[src/rtl/serial_subtractor_nb.sv]
// ---------------------------------------------------------------------------
// serial_subtractor_nb : bit-serial a - b - bin, LSB first, start/done handshake
// Optional: SERIAL_SUB_OVERFLOW_EN adds the two's-complement overflow flag ovf.
// Rev 1.0
// ---------------------------------------------------------------------------
`default_nettype none

module serial_subtractor_nb #(
  parameter int WIDTH = 4,
  parameter int CNT_W = 3
) (
  input  logic             clock,
  input  logic             reset,
  input  logic             start,
  input  logic [WIDTH-1:0] a,
  input  logic [WIDTH-1:0] b,
  input  logic             bin,
  output logic             busy,
  output logic             done,
  output logic [WIDTH-1:0] diff,
`ifdef SERIAL_SUB_OVERFLOW_EN
  output logic             ovf,
`endif
  output logic             bout
);

  localparam logic [1:0]       S_IDLE  = 2'd0;
  localparam logic [1:0]       S_SHIFT = 2'd1;
  localparam logic [1:0]       S_DONE  = 2'd2;
  localparam logic [CNT_W-1:0] C_LAST  = CNT_W'(WIDTH - 1);

  logic [1:0]       r_state;
  logic [1:0]       w_state_nxt;
  logic [WIDTH-1:0] r_ra;
  logic [WIDTH-1:0] r_rb;
  logic             r_br;
  logic [CNT_W-1:0] r_cnt;
  logic [WIDTH-2:0] r_res;
  logic [WIDTH-1:0] r_diff;
  logic             r_bout;

  logic             w_accept;
  logic             w_shift;
  logic             w_last;
  logic             w_x;
  logic             w_y;
  logic             w_d;
  logic             w_br_nxt;
  logic [WIDTH-1:0] w_res_full;

  // State register
  always_ff @(posedge clock or posedge reset) begin
    if (reset) begin
      r_state <= S_IDLE;
    end else begin
      r_state <= w_state_nxt;
    end
  end

  // Next-state logic
  always_comb begin
    w_state_nxt = r_state;
    case (r_state)
      S_IDLE:  if (start) w_state_nxt = S_SHIFT;
      S_SHIFT: if (w_last) w_state_nxt = S_DONE;
      S_DONE:  w_state_nxt = start ? S_SHIFT : S_IDLE;
      default: w_state_nxt = S_IDLE;
    endcase
  end

  // Output / control decode
  always_comb begin
    busy     = 1'b0;
    done     = 1'b0;
    w_accept = 1'b0;
    w_shift  = 1'b0;
    case (r_state)
      S_IDLE:  w_accept = start;
      S_SHIFT: begin
        busy    = 1'b1;
        w_shift = 1'b1;
      end
      S_DONE:  begin
        done     = 1'b1;
        w_accept = start;
      end
      default: ;
    endcase
  end

  assign w_last = w_shift && (r_cnt == C_LAST);

  // Full-subtractor cell
  assign w_x        = r_ra[0];
  assign w_y        = r_rb[0];
  assign w_d        = w_x ^ w_y ^ r_br;
  assign w_br_nxt   = (~w_x & w_y) | (~(w_x ^ w_y) & r_br);
  assign w_res_full = {w_d, r_res};

  always_ff @(posedge clock or posedge reset) begin
    if (reset) begin
      r_ra   <= '0;
      r_rb   <= '0;
      r_br   <= 1'b0;
      r_cnt  <= '0;
      r_res  <= '0;
      r_diff <= '0;
      r_bout <= 1'b0;
    end else if (w_accept) begin
      r_ra  <= a;
      r_rb  <= b;
      r_br  <= bin;
      r_cnt <= '0;
      r_res <= '0;
    end else if (w_shift) begin
      r_ra  <= {1'b0, r_ra[WIDTH-1:1]};
      r_rb  <= {1'b0, r_rb[WIDTH-1:1]};
      r_br  <= w_br_nxt;
      r_cnt <= r_cnt + 1'b1;
      r_res <= w_res_full[WIDTH-1:1];
      // Results are published only on the final bit so no partial value is ever visible
      if (w_last) begin
        r_diff <= w_res_full;
        r_bout <= w_br_nxt;
      end
    end
  end

  assign diff = r_diff;
  assign bout = r_bout;

`ifdef SERIAL_SUB_OVERFLOW_EN
  // Operand sign bits are shifted out during the run, so keep a copy for the flag
  logic r_a_msb;
  logic r_b_msb;
  logic r_ovf;

  always_ff @(posedge clock or posedge reset) begin
    if (reset) begin
      r_a_msb <= 1'b0;
      r_b_msb <= 1'b0;
      r_ovf   <= 1'b0;
    end else if (w_accept) begin
      r_a_msb <= a[WIDTH-1];
      r_b_msb <= b[WIDTH-1];
    end else if (w_last) begin
      r_ovf <= (r_a_msb != r_b_msb) && (w_d != r_a_msb);
    end
  end

  assign ovf = r_ovf;
`endif

endmodule

`default_nettype wire

[config.mk]
export PLATFORM = sky130hd
export DESIGN_NAME = serial_subtractor_nb
export DESIGN_NICKNAME = d
export VERILOG_FILES = /design/src/rtl/serial_subtractor_nb.sv
export SDC_FILE = /design/constraint.sdc
export NUM_CORES = 1
export LEC_CHECK = 0
export CORE_UTILIZATION = 51
export DETAILED_ROUTE_END_ITERATION = 7
export GPL_TIMING_DRIVEN = 0
export PLACE_DENSITY = 0.78
export SLEW_MARGIN = 40
export SYNTH_ARGS = -nofsm -noshare
export SYNTH_HDL_FRONTEND = slang
export SYNTH_SLANG_ARGS = --single-unit
[constraint.sdc]
create_clock -name clock -period 1.6 [get_ports clock]
set_clock_uncertainty 0.05 [all_clocks]
set_input_delay 0.16 -clock clock [delete_from_list [all_inputs] [get_ports clock]]
set_output_delay 0.16 -clock clock [all_outputs]
set_load 0.1 [all_outputs]
=== After elaboration in Yosys (flattened, before gate mapping) ===
Cells that the tools add are included.

* Reductions and logical operators: 6
* Equality and inequality tests: 5
* Bitwise gates (word level): 8
* Add/sub/neg operators: 1
* Mux-type cells: 17

{| class="wikitable"
|+ Operators with widths
! kind !! count
|-
| two-way mux 4 bit || 4
|-
| two-way mux 3 bit || 4
|-
| two-way mux 1 bit || 6
|-
| case mux 2 bit (3 select lines) || 1
|-
| two-way mux 2 bit || 2
|-
| inequality test 2 bit (second input constant) || 2
|-
| adder 3 x 1 -> 3 bit (second input constant) || 1
|-
| equality test 3 x 2 -> 1 bit (second input constant) || 1
|-
| inverter 1 bit || 3
|-
| AND reduction 3 bit || 1
|-
| AND 1 bit || 2
|-
| equality test 2 x 1 -> 1 bit (second input constant) || 1
|-
| equality test 2 bit (second input constant) || 1
|-
| zero test 2 bit || 1
|-
| AND reduction 2 bit || 1
|-
| nonzero test 2 bit || 1
|-
| OR reduction 2 bit || 1
|-
| bitwise XOR 1 bit || 2
|-
| logical AND 1 bit || 1
|-
| bitwise OR 1 bit || 1
|}

* Input port bits: 12
* Register bits after elaboration: 22

=== Longest topological paths before layout ===
* Word-level depth: 6
* Gate-level depth with buffers: 6
* Depth with buffers taken out: 5

=== Worst setup path before layout ===
OpenSTA, ideal clock, no wires.

* Kind: register to output
* From: register r_state[0]
* To: output port done
* Path buffers: 2
* Data required time: 1.390 ns
* Arrival: 2.009 ns
* Setup slack: -0.619 ns
* Cell stages (with the launch flop): 4
* Path through: dfrtp_1 buf_4 buf_2 nor2b_1

* Word-level cells in the longest chain between the ends: 2

{| class="wikitable"
|+ Ends and longest elaborated chain
! what !! RTL line !! text
|-
| from (decl) || 32 || <nowiki>logic [1:0] r_state;</nowiki>
|-
| from (signal assigned) || 56 || <nowiki>r_state <= w_state_nxt;</nowiki>
|-
| equality test 2 bit || 77 || <nowiki>case (r_state)</nowiki>
|-
| two-way mux 1 bit || 77 ||
|-
| to (decl) || 19 || <nowiki>output logic done,</nowiki>
|}

Every way passes these cells.

=== Worst setup path in the final report ===
* From: register r_state[1]
* To: output port busy

* Word-level cells in the longest chain between the ends: 2

{| class="wikitable"
|+ Ends and longest elaborated chain
! what !! RTL line !! text
|-
| equality test 2 x 1 -> 1 bit || 77 ||
|-
| two-way mux 1 bit || 77 ||
|-
| to (decl) || 18 || <nowiki>output logic busy,</nowiki>
|}

Every way passes these cells.

==> reports/summary.md <==
Highest-delay cell along the critical path: sky130_fd_sc_hd__dfrtp_1. 0 antenna diodes ended up in the layout. The final cycle utilization of the critical path was 0.9672; the number of different library cells in the post-synthesis netlist was 27.

The fraction of the mapped netlist area in compound gates was 0.1148. For the number of I/O pins, the log shows 19. Top-area cell type share of the netlist area: 0.5104. The tools report the initial core utilization as 0.5442. In this run the remaining antenna-violating nets after routing total 0.

The type of destination of the critical path was an output port. The run gives 1948 um as the wire length after detailed routing. The logs give 1 for the CTS H-tree depth and 82.16 ps for the pre-CTS worst setup slack. The class of the most critical hold timing path is input port to register. For this run, the number of Yosys warnings is 0.

Number of global-route vias before repair: 642. The data required time of the worst path is 1390 ps. The setup path with the least slack is of type register to output port. For this block, the initial DRC count from the detailed router was 8. The relative slew slack is 0.6789. The synthesized netlist occupies a cell area of 1079 sq um. The run gives 0 as the number of antenna violations at the first check in global routing.

The kind of launch point of the worst setup path is a register. The tool flagged a number of max-cap violations equal to 0. For this design, the CTS-stage hold fixing added 0 buffers.

For the via count, the log shows 768. The tools report the source-to-sink clock delay at the later pin of the worst-skew pair as 310 ps. Full die area: 2303 sq um. The highest net fanout along the worst path is 8. For this run, the slowest stage of the critical path takes 390 ps.

The worst path in the final design needs a cycle of 1547 ps, including I/O delays and setup. Counting every net in the synthesized netlist gives 106. Entering global routing, the biggest net connects 23 pins. In the final routed layout, each cell accounts on average for 13.43 um. In this run the vertical extent of the chip is 47.99 um. The floorplan step set the die width to 47.99 um. The count of buffer and inverter cells on the critical path is 4.

In this run the mean area of a mapped cell was 11.85 sq um. The adder-cell area share of the yosys netlist works out to 0.04176. Counting every instance in the synthesized netlist gives 91. The portion of netlist area occupied by mux cells works out to 0.1021.

The critical path goes through buf_6 -> nand2b_4 -> buf_12 -> inv_12 -> buf_16. The top achievable clock speed came out at 646.2 MHz. Setup repair after global routing left no endpoint under its margin. The synthesized-area fraction occupied by and/or/nand/nor cells was 0.1357. The final layout contains 134 nets. For the number of max-slew violations in the final report, the log shows 0. The count of buffers from port buffering works out to 17. The tools report the data arrival time at the worst-slack endpoint as 1340 ps. The run gives 0.5104 as the sequential-to-total area share from yosys stat. The HPWL after detailed placement is 1379 um. The synthesized design contains 22 register bits. The register clock-pin slew on the reported worst setup and hold paths works out to 120 ps. The filler cells instantiated in the layout total 146.

No sink is reached through more buffers than the 2 on the longest clock path. The kind of cell with the highest combined delay along the critical path is buffers and inverters. The xor/xnor share of the synthesized area is 0.008121. Of all cell types, the one taking the most synthesized area is sky130_fd_sc_hd__dfrtp_1. Clock root buffer: sky130_fd_sc_hd__clkbuf_4.

By area, the combinational part of the netlist is dominated by simple AND/OR/NAND/NOR gates. Overall fraction of global-route tracks in use: 0.1862. Using the TritonRoute via totals, the vias-per-cell ratio works out to 5.297. Hold is met by 50.59 ps. The post-route worst setup slack was 52.55 ps. Layout cell share with drive strength beyond 1: 0.3220. The first-pass GRT wire length was 2870 um; the first-pass iteration count of the detailed router was 4. Setup violations remaining at the end of the flow were counted as 0. The congestion estimate from routability-driven global placement came to 0.7106.

In this run the core area contains 16 standard-cell rows. Clock tree synthesis found a total of 22 sinks. The number of remaining DRC errors was 0. The flow ran to the end, and the final reports show no timing, DRC or antenna violations. By area the synthesized netlist is led by sky130_fd_sc_hd__dfrtp_1 51%, sky130_fd_sc_hd__mux2_2 8.4%, sky130_fd_sc_hd__a22o_1 4.1%. TritonCTS built the clock tree.

The total clock buffers created by CTS came out at 3. The area growth from synthesis to final layout is 27.61%, and the count of final hold-check violations is 0. The core region is 1982 sq um. At the pin with the least slew margin, the transition time is 485.1 ps. The total grt overflow was 0.
-- placed cells by master, fill, tap and decap left out, drive strengths merged --
master / n
a211oi: 1
a21oi: 2
a22o: 5
buf: 18
clkbuf: 5
clkdlybuf4s50: 10
dfrtp: 22
fa: 1
ha: 2
inv: 6
mux2: 8
mux2i: 2
nand2: 3
nand2b: 4
nand3: 1
nand3b: 1
nor2: 7
nor2b: 3
nor3: 5
o21ai: 5
o22ai: 6
xnor2: 1
-- cell families after synthesis --
group,after synthesis
simple gates,24
xor+xnor,1
mux,10
fa+ha+maj,3
buf+inv,12
flops,22
compound gates,19
-- worst reg2reg max path, cell delays in order (launching register included) --
cell and delay (ps):
sky130_fd_sc_hd__dfrtp_1 440, sky130_fd_sc_hd__fa_1 490, sky130_fd_sc_hd__mux2_2 270, sky130_fd_sc_hd__a22o_1 170
-- worst paths after layout --
check / start / endpoint / slack, ps / cells past startpoint
worst max-delay path: r_state[1]$_DFFE_PP0P_ / busy / 50 / 5
worst min-delay path: start / r_res[1]$_DFFE_PP0P_ / 50 / 2
worst max register to register: r_ra[0]$_DFFE_PP0P_ / r_res[2]$_DFFE_PP0P_ / 80 / 3
worst min register to register: bout$_DFFE_PP0P_ / bout$_DFFE_PP0P_ / 440 / 2
max in group asynchronous: reset / r_state[1]$_DFFE_PP0P_ / 1080 / 2
min in group asynchronous: reset / r_ra[0]$_DFFE_PP0P_ / 110 / 2
-- synthesized netlist by cell type (all sizes together) --
cell,n
mux2,8
a22o,5
a21oi,2
clkbuf,1
nand3b,1
ha,2
nand3,1
mux2i,2
nand2,3
dfrtp,22
nand2b,4
o21ai,5
nor2,7
fa,1
o22ai,6
inv,6
nor3,5
xnor2,1
a211oi,1
nor2b,3
buf,5
-- area by class of cell --
class / instances / area [sq um] / area share
Multi-Input combinational cell: 57 / 441.7 / 0.3209
Buffer: 6 / 61.31 / 0.04455
Sequential cell: 22 / 550.5 / 0.4000
Tap cell: 27 / 33.78 / 0.02455
Clock buffer: 4 / 36.28 / 0.02636
Timing Repair Buffer: 23 / 217.7 / 0.1582
Inverter: 6 / 35.03 / 0.02545
-- metrics by stage --
step                area (sq um)  std cells  utilization  TNS (ps)
detailed placement          1255        135       0.6332         0
CTS                         1316        139       0.6641         0
finish                      1376        145       0.6944         0
floorplan                   1086         91            -         0
global route                1376        145       0.6944         0
global placement            1290        135       0.6509     -1395
-- routing by layer --
metal,vias up,track usage,routed length [um]
li1,371,-,-
met1,375,0.2553,889
met2,17,0.2865,958
met3,5,0.03396,65
met4,0,0.08333,34
met5,-,0,0
-- sequential cells by signal, indices dropped and copies added, names as in the netlist --
| name | count |
|---|---|
| r_rb | 4 |
| diff | 4 |
| r_cnt | 3 |
| r_br | 1 |
| r_res | 3 |
| bout | 1 |
| r_ra | 4 |
| r_state | 2 |
-- what timing repair did --
action,in CTS,in global routing
pin swaps,0,1
buffers inserted,0,6
endpoints found under the setup margin,2,3
gates resized for setup,7,5
gates cloned,0,0
Power is not shown: default switching activity piles up to over one toggle a cycle in this logic, so the estimate is an artifact.
